$ cat src/rtl/fetch_pkg.sv
// fetch_pkg: constants and helpers shared by the fetch front end.
//   INST_W      - instruction width in bits
//   FETCH_BYTES - bytes returned per instruction-memory read (PC step per issue)
//   NOP_INST    - value driven on an instruction slot whose valid bit is low
//   bswap32     - byte reversal of one instruction word (only used when
//                 FETCH_BSWAP_EN is defined, for little-endian hex images)
package fetch_pkg;

   localparam int INST_W      = 32;
   localparam int FETCH_BYTES = 8;
   localparam logic [INST_W-1:0] NOP_INST = 32'h0000_0013;

   function automatic logic [INST_W-1:0] bswap32(input logic [INST_W-1:0] w);
      return {w[7:0], w[15:8], w[23:16], w[31:24]};
   endfunction

endpackage

$ cat src/rtl/fetch_if.sv
// fetch_if: bundle of every non-clock/reset signal of fetch_stage.
//   master modport - the fetch stage side
//   slave modport  - instruction memory + decoder + redirect source side
// Signals:
//   halt_i, redirect_i, redirect_pc_i   control into fetch
//   imem_re_o, imem_addr_o, imem_data_i instruction-memory read port (data one cycle after re)
//   dec_valid_o, dec_inst0/1_o, dec_pc0/1_o, dec_pop_i  two-slot decoder port
interface fetch_if
   import fetch_pkg::*;
#(
   parameter int IMEM_AW = 10
);
   logic                    halt_i;
   logic                    redirect_i;
   logic [IMEM_AW-1:0]      redirect_pc_i;
   logic                    imem_re_o;
   logic [IMEM_AW-1:0]      imem_addr_o;
   logic [2*INST_W-1:0]     imem_data_i;
   logic [1:0]              dec_valid_o;
   logic [INST_W-1:0]       dec_inst0_o;
   logic [IMEM_AW-1:0]      dec_pc0_o;
   logic [INST_W-1:0]       dec_inst1_o;
   logic [IMEM_AW-1:0]      dec_pc1_o;
   logic [1:0]              dec_pop_i;

   modport master (
      input  halt_i, redirect_i, redirect_pc_i, imem_data_i, dec_pop_i,
      output imem_re_o, imem_addr_o, dec_valid_o,
             dec_inst0_o, dec_pc0_o, dec_inst1_o, dec_pc1_o
   );

   modport slave (
      output halt_i, redirect_i, redirect_pc_i, imem_data_i, dec_pop_i,
      input  imem_re_o, imem_addr_o, dec_valid_o,
             dec_inst0_o, dec_pc0_o, dec_inst1_o, dec_pc1_o
   );
endinterface

$ cat src/rtl/fetch_queue.sv
// fetch_queue: circular instruction buffer of QDEPTH {inst,pc} entries.
//   clock_i, reset_i  clock, synchronous active-high reset
//   flush             synchronous empty (wins over push/pop)
//   push              write both write ports (always 2 entries, [0] oldest)
//   pop               entries consumed this cycle (0..2)
//   wr_inst, wr_pc    two write ports
//   rd_inst, rd_pc    two read ports, [0] = head (oldest)
//   count             current occupancy (0..QDEPTH)
module fetch_queue
   import fetch_pkg::*;
#(
   parameter  int QDEPTH = 4,
   parameter  int AW     = 10,
   localparam int PW     = $clog2(QDEPTH),
   localparam int CW     = PW + 1
) (
   input  logic                   clock_i,
   input  logic                   reset_i,
   input  logic                   flush,
   input  logic                   push,
   input  logic [1:0]             pop,
   input  logic [1:0][INST_W-1:0] wr_inst,
   input  logic [1:0][AW-1:0]     wr_pc,
   output logic [1:0][INST_W-1:0] rd_inst,
   output logic [1:0][AW-1:0]     rd_pc,
   output logic [CW-1:0]          count
);

   logic [INST_W-1:0] inst_mem [QDEPTH];
   logic [AW-1:0]     pc_mem   [QDEPTH];
   logic [PW-1:0]     head, tail;

   // QDEPTH is a power of two, so pointer overflow is the wrap.
   always_ff @(posedge clock_i) begin
      if (reset_i || flush) begin
         head  <= '0;
         tail  <= '0;
         count <= '0;
      end else begin
         if (push) tail <= tail + PW'(2);
         head  <= head + PW'(pop);
         count <= count + (push ? CW'(2) : CW'(0)) - CW'(pop);
      end
   end

   // Storage is not reset; count alone decides what is valid.
   always_ff @(posedge clock_i) begin
      if (push && !flush && !reset_i) begin
         inst_mem[tail]          <= wr_inst[0];
         pc_mem[tail]            <= wr_pc[0];
         inst_mem[tail + PW'(1)] <= wr_inst[1];
         pc_mem[tail + PW'(1)]   <= wr_pc[1];
      end
   end

   for (genvar s = 0; s < 2; s++) begin : g_rd
      assign rd_inst[s] = inst_mem[head + PW'(s)];
      assign rd_pc[s]   = pc_mem[head + PW'(s)];
   end

endmodule

$ cat src/rtl/fetch_stage.sv
// fetch_stage: front-end fetch unit. Issues one 8-byte instruction-memory read
// per cycle, splits each returned doubleword into two tagged instructions and
// queues them for a dual-issue decoder that drains 0..2 per cycle.
//   clock_i  single clock, posedge
//   reset_i  synchronous active-high reset
//   bus      fetch_if.master: halt/redirect control, imem read port, decoder port
// Parameters: IMEM_AW (byte-address width, PC wraps), RESET_PC, QDEPTH (pow2, >=4).
// Build option FETCH_BSWAP_EN: byte-reverse each instruction before it is queued.
module fetch_stage
   import fetch_pkg::*;
#(
   parameter int IMEM_AW  = 10,
   parameter int RESET_PC = 0,
   parameter int QDEPTH   = 4
) (
   input  logic     clock_i,
   input  logic     reset_i,
   fetch_if.master  bus
);

   localparam int CW = $clog2(QDEPTH) + 1;

   logic [IMEM_AW-1:0]      pc_q;        // address of the next read to issue
   logic                    inflight_q;  // a read issued last cycle returns now
   logic                    resp_ok;
   logic                    issue;
   logic [IMEM_AW-1:0]      fetch_addr;
   logic [CW-1:0]           count;
   logic [CW:0]             count_nx;    // one spare bit: count_nx+2 must not overflow
   logic [1:0]              valid;
   logic [INST_W-1:0]       hi_w, lo_w;
   logic [1:0][INST_W-1:0]  wr_inst, rd_inst;
   logic [1:0][IMEM_AW-1:0] wr_pc, rd_pc;

   assign resp_ok    = inflight_q & ~bus.redirect_i;
   assign fetch_addr = bus.redirect_i ? bus.redirect_pc_i : pc_q;

   // Issue only if the queue is guaranteed room for the returning pair
   // after this cycle's pops and pushes.
   always_comb begin
      count_nx = '0;
      if (!bus.redirect_i)
         count_nx = {1'b0, count} - (CW+1)'(bus.dec_pop_i)
                  + (resp_ok ? (CW+1)'(2) : (CW+1)'(0));
      issue = ~reset_i & ~bus.halt_i & ((count_nx + (CW+1)'(2)) <= (CW+1)'(QDEPTH));
   end

   always_ff @(posedge clock_i) begin
      if (reset_i) begin
         pc_q       <= IMEM_AW'(RESET_PC);
         inflight_q <= 1'b0;
      end else begin
         inflight_q <= issue;
         if (issue)
            pc_q <= fetch_addr + IMEM_AW'(FETCH_BYTES);
         else if (bus.redirect_i)
            pc_q <= bus.redirect_pc_i;   // halted redirect: remember the target
      end
   end

   // pc_q already points one doubleword past the read now returning.
`ifdef FETCH_BSWAP_EN
   assign hi_w = bswap32(bus.imem_data_i[63:32]);
   assign lo_w = bswap32(bus.imem_data_i[31:0]);
`else
   assign hi_w = bus.imem_data_i[63:32];
   assign lo_w = bus.imem_data_i[31:0];
`endif
   assign wr_inst[0] = hi_w;
   assign wr_inst[1] = lo_w;
   assign wr_pc[0]   = pc_q - IMEM_AW'(8);
   assign wr_pc[1]   = pc_q - IMEM_AW'(4);

   fetch_queue #(.QDEPTH(QDEPTH), .AW(IMEM_AW)) u_queue (
      .clock_i (clock_i),
      .reset_i (reset_i),
      .flush   (bus.redirect_i),
      .push    (resp_ok),
      .pop     (bus.dec_pop_i),
      .wr_inst (wr_inst),
      .wr_pc   (wr_pc),
      .rd_inst (rd_inst),
      .rd_pc   (rd_pc),
      .count   (count)
   );

   always_comb begin
      valid = 2'b00;
      if (!reset_i) begin
         if (count >= CW'(2))     valid = 2'b11;
         else if (count != '0)    valid = 2'b01;
      end
   end

   assign bus.imem_re_o   = issue;
   assign bus.imem_addr_o = fetch_addr;
   assign bus.dec_valid_o = valid;
   assign bus.dec_inst0_o = valid[0] ? rd_inst[0] : NOP_INST;
   assign bus.dec_pc0_o   = rd_pc[0];
   assign bus.dec_inst1_o = valid[1] ? rd_inst[1] : NOP_INST;
   assign bus.dec_pc1_o   = rd_pc[1];

`ifndef SYNTHESIS
   logic [1:0] pop_max;
   assign pop_max = valid[1] ? 2'd2 : {1'b0, valid[0]};

   // Consumer may not pop more than is shown (pop is ignored during redirect).
   a_pop_legal: assert property (@(posedge clock_i) disable iff (reset_i)
      !bus.redirect_i |-> (bus.dec_pop_i <= pop_max));
`endif

endmodule
$ cat src/flat_wrapper.sv
// flat-port wrapper written by rule: the top's interface ports become plain ports
module fetch_stage_flat import fetch_pkg::*;
#(
   parameter int IMEM_AW  = 10,
   parameter int RESET_PC = 0,
   parameter int QDEPTH   = 4
)
  (clock_i, reset_i, bus_halt_i, bus_redirect_i, bus_redirect_pc_i, bus_imem_data_i, bus_dec_pop_i, bus_imem_re_o, bus_imem_addr_o, bus_dec_valid_o, bus_dec_inst0_o, bus_dec_pc0_o, bus_dec_inst1_o, bus_dec_pc1_o);
  fetch_if #(.IMEM_AW(IMEM_AW)) bus_i ();
  input  logic clock_i;
  input  logic reset_i;
  input wire logic [$bits(bus_i.halt_i)-1:0] bus_halt_i;
  input wire logic [$bits(bus_i.redirect_i)-1:0] bus_redirect_i;
  input wire logic [$bits(bus_i.redirect_pc_i)-1:0] bus_redirect_pc_i;
  input wire logic [$bits(bus_i.imem_data_i)-1:0] bus_imem_data_i;
  input wire logic [$bits(bus_i.dec_pop_i)-1:0] bus_dec_pop_i;
  output wire logic [$bits(bus_i.imem_re_o)-1:0] bus_imem_re_o;
  output wire logic [$bits(bus_i.imem_addr_o)-1:0] bus_imem_addr_o;
  output wire logic [$bits(bus_i.dec_valid_o)-1:0] bus_dec_valid_o;
  output wire logic [$bits(bus_i.dec_inst0_o)-1:0] bus_dec_inst0_o;
  output wire logic [$bits(bus_i.dec_pc0_o)-1:0] bus_dec_pc0_o;
  output wire logic [$bits(bus_i.dec_inst1_o)-1:0] bus_dec_inst1_o;
  output wire logic [$bits(bus_i.dec_pc1_o)-1:0] bus_dec_pc1_o;
  assign bus_i.halt_i = bus_halt_i;
  assign bus_i.redirect_i = bus_redirect_i;
  assign bus_i.redirect_pc_i = bus_redirect_pc_i;
  assign bus_i.imem_data_i = bus_imem_data_i;
  assign bus_i.dec_pop_i = bus_dec_pop_i;
  assign bus_imem_re_o = bus_i.imem_re_o;
  assign bus_imem_addr_o = bus_i.imem_addr_o;
  assign bus_dec_valid_o = bus_i.dec_valid_o;
  assign bus_dec_inst0_o = bus_i.dec_inst0_o;
  assign bus_dec_pc0_o = bus_i.dec_pc0_o;
  assign bus_dec_inst1_o = bus_i.dec_inst1_o;
  assign bus_dec_pc1_o = bus_i.dec_pc1_o;
  fetch_stage #(.IMEM_AW(IMEM_AW), .RESET_PC(RESET_PC), .QDEPTH(QDEPTH)) u_core (.clock_i(clock_i), .reset_i(reset_i), .bus(bus_i));
endmodule
$ cat config.mk
export PLATFORM = sky130hd
export DESIGN_NAME = fetch_stage_flat
export DESIGN_NICKNAME = d
export VERILOG_FILES = /design/src/rtl/fetch_pkg.sv /design/src/rtl/fetch_if.sv /design/src/rtl/fetch_queue.sv /design/src/rtl/fetch_stage.sv /design/src/flat_wrapper.sv
export SDC_FILE = /design/constraint.sdc
export NUM_CORES = 1
export LEC_CHECK = 0
export CORE_MARGIN = 8
export CORE_UTILIZATION = 30
export DETAILED_ROUTE_END_ITERATION = 10
export PLACE_DENSITY = 0.58
export REMOVE_ABC_BUFFERS = 1
export SLEW_MARGIN = 25
export SYNTH_ARGS = -nofsm -noshare
export SYNTH_HDL_FRONTEND = slang
export SYNTH_SLANG_ARGS = --single-unit
export TNS_END_PERCENT = 100
$ cat constraint.sdc
create_clock -name clock_i -period 6.9 [get_ports clock_i]
set_input_delay 1.035 -clock clock_i [delete_from_list [all_inputs] [get_ports clock_i]]
set_output_delay 1.035 -clock clock_i [all_outputs]
set_load 0.05 [all_outputs]
==> impl_metrics.env <==
export IMPL_worstHoldPathType="reg -> reg"
export IMPL_antenna_found_initial=0
export IMPL_synth_ff_type="edfxtp_1"
export IMPL_p_leak_nw=3.65
export IMPL_cp_required_ns=5.86
export IMPL_initial_core_util_pct=30.6
export IMPL_regArea_um2=5270
export IMPL_hpwl_um=14000
export IMPL_cts_sinks=181
export IMPL_max_freq_ghz=0.168
export IMPL_die_h_um=184
export IMPL_synth_top_area_share_pct=57.8
export IMPL_drive_above_1_share_pct=20.5
export IMPL_avgSynthCellArea_um2=17.9
export IMPL_rsz0062_at_grt="false"
export IMPL_worst_setup_path_type="in -> out"
export IMPL_ant_nets=0
export IMPL_synth_warnings=0
export IMPL_critPathCaptureType="primary output"
export IMPL_drtIter0Drc=257
export IMPL_fillers=2530
export IMPL_io_pins=177
export IMPL_period_share_pct=86.4
export IMPL_async_flop_share_pct=0
export IMPL_crit_path_start_kind="input port"
export IMPL_firstDrtPassIters=4
export IMPL_htree_levels=4
export IMPL_synthesis_area_um2=8510
export IMPL_wl_per_cell_um=19.2
export IMPL_die_area_um2=34000
export IMPL_hold_viol=0
export IMPL_first_global_vias=5611
export IMPL_viasPerCell=4.76
export IMPL_coreArea_um2=27900
export IMPL_ctsResizeCount=0
export IMPL_cts_tree="built"
export IMPL_num_antenna_cells=0
export IMPL_nets=740
export IMPL_synth_most_common_cell="edfxtp_1"
export IMPL_cp_arrival_ns=4.93
export IMPL_die_w_um=184
export IMPL_synth_area_leaders="edfxtp_1, mux4_2, dfxtp_1, and2_1, nor2b_1"
export IMPL_fin_tns_setup_ns=0
export IMPL_path_cells="clkdlybuf4s50_1 -> inv_1 -> fa_1 -> ha_1 -> fa_1 -> nor2b_1 -> ha_1 -> a211o_1 -> a21oi_1 -> and2_1 -> clkdlybuf4s50_1"
export IMPL_wirelength_um=20000
export IMPL_vdd_drop_max_uv=131
export IMPL_gp_congestion=0.805
export IMPL_slew_headroom_pct=55.3
export IMPL_dr_total_vias=4953
export IMPL_clockBufferDepth=2
export IMPL_gr_total_overflow=0
export IMPL_row_count=61
export IMPL_status="complete, no violations"
export IMPL_whs_ns=0.476
export IMPL_setup_viol=0
export IMPL_port_buffers=176
export IMPL_synthTopCellsByCount="edfxtp_1, mux4_2, and2_1"
export IMPL_post_cts_buffers=0
export IMPL_power_density_nw_per_um2=242
export IMPL_grt_pass1_wl_um=31300
export IMPL_synth_largest_area_cell="edfxtp_1"
export IMPL_multi_input_area_um2=3040
export IMPL_drv_cap=0
export IMPL_cp_max_fo=8
export IMPL_synth_seq_cells=181
export IMPL_cpPeakStageDelay_ns=0.88
export IMPL_slew_viol_final=0
export IMPL_areaGrowthSynthToFinish_pct=32.1
export IMPL_synth_edf_count=164
export IMPL_cts_buffers=17
export IMPL_ys_types=37
export IMPL_cp_slowest_cell="clkdlybuf4s50_1"
export IMPL_cts_hold_buffers=0
export IMPL_period_needed_ns=5.96
export IMPL_clk_latency_ns=0.42
export IMPL_drc=0
export IMPL_ys_seq_area_share_pct=61.8
export IMPL_grt_max_degree=47
export IMPL_clkTransAtPathRegs_ns=0.07
export IMPL_syn_inst=475
export IMPL_grt_use_total_pct=12.0
export IMPL_clock_skew_ns=0.0146
export IMPL_worstMarginPinSlew_ns=0.669
export IMPL_cts_root_buf="clkbuf_16"
where the power goes:
| part | internal [mW] | total (mW) | switching (mW) |
|---|---|---|---|
| combinational | 0.218 | 0.521 | 0.303 |
| clock | 0.512 | 0.947 | 0.435 |
| sequential | 1.23 | 1.25 | 0.0252 |
| total | 1.96 | 2.72 | 0.763 |
per-stage QoR:
step           total power, mW  setup WS (ns)  utilization, %  area, µm²  instances
3_5_place_dp              1.81          0.978            38.3      10700       1009
4_1_cts                   2.77          0.970            40.4      11200       1041
5_1_grt                   2.84          0.779            40.4      11200       1041
6_report                  2.72          0.937            40.4      11200       1041
2_1_floorplan             1.61           1.49               -       8330        446
3_3_place_gp              1.80           1.08            38.3      10700       1009
flip-flops by register name, indices dropped and copies added, names as in the netlist:
name / count
u_core.u_queue.pc_mem: 36
u_core.u_queue.tail: 1
u_core.pc_q: 10
u_core.u_queue.count: 3
u_core.u_queue.head: 2
u_core.u_queue.inst_mem: 128
u_core.inflight_q: 1
final timing paths:
path / startpoint / end / slack (ns) / depth (start not counted)
setup / recovery: bus_dec_pop_i[1] / bus_imem_re_o / 0.94 / 11
hold reg to reg: u_core.pc_q[1]$_SDFF_PP0_ / u_core.u_queue.pc_mem[3][1]$_DFFE_PP_ / 0.48 / 0
setup reg to reg: u_core.inflight_q$_SDFF_PP0_ / u_core.pc_q[4]$_SDFF_PP0_ / 3.44 / 11
hold / removal: u_core.pc_q[1]$_SDFF_PP0_ / u_core.u_queue.pc_mem[3][1]$_DFFE_PP_ / 0.48 / 0
kinds of logic (layout without fill, tap and decap cells):
logic type,Yosys count,in the layout,synth area share (%)
flops,181,181,61.8
simple gates,118,118,8.08
mux,95,95,23.1
buf+inv,44,232,2.81
xor+xnor,19,19,1.95
fa+ha+maj,10,10,1.65
compound gates,8,8,0.603
layer usage:
layer  GRT usage, %  vias up  share of wire (%)
met5              0        -                  0
met1           14.2     2582                 42
li1               -     2217                  -
met2           20.9      142                 51
met3           3.58       12                6.6
met4           3.07        0               0.87
area by class of cell:
cell class | count | share of cell area, %
tap | 378 | 4.21
clock buffer | 18 | 3.82
clock inverter | 14 | 1.27
inverter | 15 | 0.501
sequential | 181 | 46.9
multi-input combinational | 250 | 27.0
timing repair buffer | 185 | 16.3
cells in the final DEF (no fill, tap or decap), types with 2 or more instances in the layout:
master / count
clkinvlp_4: 2
dfxtp_1: 15
buf_4: 9
nand2_1: 9
and2_1: 38
fa_1: 2
clkdlybuf4s50_1: 176
ha_1: 8
nor2b_1: 23
nor2_4: 2
and3_1: 3
mux2_2: 9
or2_1: 3
inv_6: 5
mux2i_1: 6
clkbuf_16: 17
nand3_1: 3
edfxtp_1: 164
and2b_1: 10
nor3_1: 4
inv_1: 15
inv_8: 4
nor2_1: 13
mux4_2: 80
a21oi_1: 3
dfxtp_4: 2
or3_1: 3
xor2_1: 8
xnor2_1: 11
worst max-delay path, delay by kind of cell:
kind / cells / cell delay [ns]
buf+inv: 3 / 1.44
fa+ha+maj: 4 / 1.35
compound gates: 2 / 0.56
simple gates: 2 / 0.54
Power figures use the tool's default switching activity.
==> variant: new RTL, same settings <==
`QDEPTH` is set to 4 in 3 places; all go to 8. Comments in the files are not updated.
--- a/src/rtl/fetch_queue.sv
+++ b/src/rtl/fetch_queue.sv
@@ -11,3 +11,3 @@
 #(
-   parameter  int QDEPTH = 4,
+   parameter  int QDEPTH = 8,
    parameter  int AW     = 10,
--- a/src/rtl/fetch_stage.sv
+++ b/src/rtl/fetch_stage.sv
@@ -13,3 +13,3 @@
    parameter int RESET_PC = 0,
-   parameter int QDEPTH   = 4
+   parameter int QDEPTH   = 8
 ) (
--- a/src/flat_wrapper.sv
+++ b/src/flat_wrapper.sv
@@ -5,3 +5,3 @@
    parameter int RESET_PC = 0,
-   parameter int QDEPTH   = 4
+   parameter int QDEPTH   = 8
 )
Function: changed (a bounded check fails within 4 cycles, from zero or initial values and one cycle with reset_i high).
==> variant against the unedited design <==
  * Design area is 81% higher
  * Routed wire length is 110% higher
  * Setup slack better by 0.14 ns
  * Global-route usage is 1.1 points higher
  * Via count is 87% higher
  * Sequential cell count is 167 higher
  * Total power is 110% higher
  * Area after synthesis is 93% higher
  * First-iteration DRC count is 75% higher
  * Critical endpoint unchanged
==> variant: results (changes against the unedited design) <==
Worst VDD drop 137 µV (+4.7%); design area 20400 µm² (+81%); pin count of the biggest net entering global routing 57 (+21%); clock buffer depth 3 (+1); M1 wire length 18.0 mm (+110%); DRT Pass-1 Iters 5 (+1); maximum clock rate 172 MHz (+2.3%); met3 WL post-DR 2.21 mm (+67%); GP Congestion 0.780 (-3.1%); biggest regs u_core.u_queue.inst_mem: 256 flops, u_core.u_queue.pc_mem: 72 flops, u_core.pc_q: 10 flops; met2 routed WL 20.5 mm (+100%); internal power 4.17 mW (+110%); cell count after synthesis 930 (+96%); placed instance area 19100 µm² (+79%); Critical Path AT 4.79 ns (-0.14 ns); Worst-Margin Slew 1.07 ns (+0.403 ns); dpl ws 1.08 ns (+0.101 ns); DR vias/cell 5.04 (+5.9%); routed vias 9244 (+87%); switching share of total power 27.1% (-0.96 points); max incr delay on CP 0.85 ns (-0.03 ns); number of flops mapped to enable cells by yosys 328 (+100%); Leak 6.40 nW (+75%); dpl cells 1768 (+75%); Skew-Pair Late Insertion Delay 0.53 ns (+0.11 ns); vias in the first global route 10305 (+84%); Comb power frac 20.2% (+1.1 points); GR Util met1 16.3% (+2.1 points); grt met3 use 3.36% (-0.23 points); Global Route Usage Sum 13.1% (+1.1 points); M2 GR Usage 22.6% (+1.7 points); Final HPWL DP 26.1 mm (+86%); nets 1205 (+63%); CTS Buf Count 39 (+22); routed wire length 41.5 mm (+110%); share of layout cells above drive strength 1 23.6% (+3.1 points); drt first-iter violations 449 (+75%); first-pass GRT wire length 62.8 mm (+100%); H-Tree Depth 2 (-2); Post-synth ARST share 0% (unchanged); Netlist cell types 43 (+16%); fill count 5073 (+100%); status finished clean; clock skew 0.0100 ns (-0.00457 ns); ranking of synthesized cells by area edfxtp_1 (60%), mux4_2 (22%), nand2_1 (2.5%)
## variant: cell count changes in the layout (fill, tap and decap cells not counted), sizes merged, moves of 7 or more
cell    delta
and2b      -9
clkinv    +12
nor2      +28
mux2i     +31
edfxtp   +164
ha         +8
clkbuf    +26
buf       +11
nand2     +98
nor2b     -15
mux4      +84
and2      -30
a21oi     +29
mux2       +7
## variant: cell families (layout without fill, tap and decap cells)
logic type               after synthesis  count (layout)  synth area share [%]
AND/OR/NAND/NOR                      190             190                  5.00
multiplexers                         217             217                  25.8
flip-flops                           348             348                  62.3
adder cells (fa/ha/maj)               19              19                  1.58
XOR/XNOR                              19              19                  1.18
buffers and inverters                 83             284                  2.08
AO/OA/AOI/OAI                         54              54                  2.05
## variant: area by class of cell
type                            instances  share of cell area, %
Clock buffer                           44                   5.08
Clock inverter                         22                   1.36
Inverter                               22                  0.405
Multi-Input combinational cell        499                   29.1
Sequential cell                       348                   50.3
Tap cell                              704                   4.32
Timing Repair Buffer                  196                   9.47
## variant: critical path, delay by kind of cell
family	cells	cell delay (ns)
adders and majority gates	4	1.46
buffers and inverters	3	1.38
and+or+nand+nor	3	0.64
AOI/OAI and AO/OA	2	0.27
## variant: worst min-delay path by stage
stage,from,to,slack [ns],cells past startpoint
CTS,u_core.pc_q[2],u_core.u_queue.pc_mem[6][2],0.54,0
global placement,u_core.pc_q[2],u_core.u_queue.pc_mem[4][2],0.52,0
detailed placement,u_core.pc_q[2],u_core.u_queue.pc_mem[4][2],0.53,0
floorplan,u_core.pc_q[0],u_core.u_queue.pc_mem[1][0],0.46,0
global route,u_core.pc_q[2],u_core.u_queue.pc_mem[2][2],0.55,0
finish,u_core.pc_q[2],u_core.u_queue.pc_mem[6][2],0.53,0
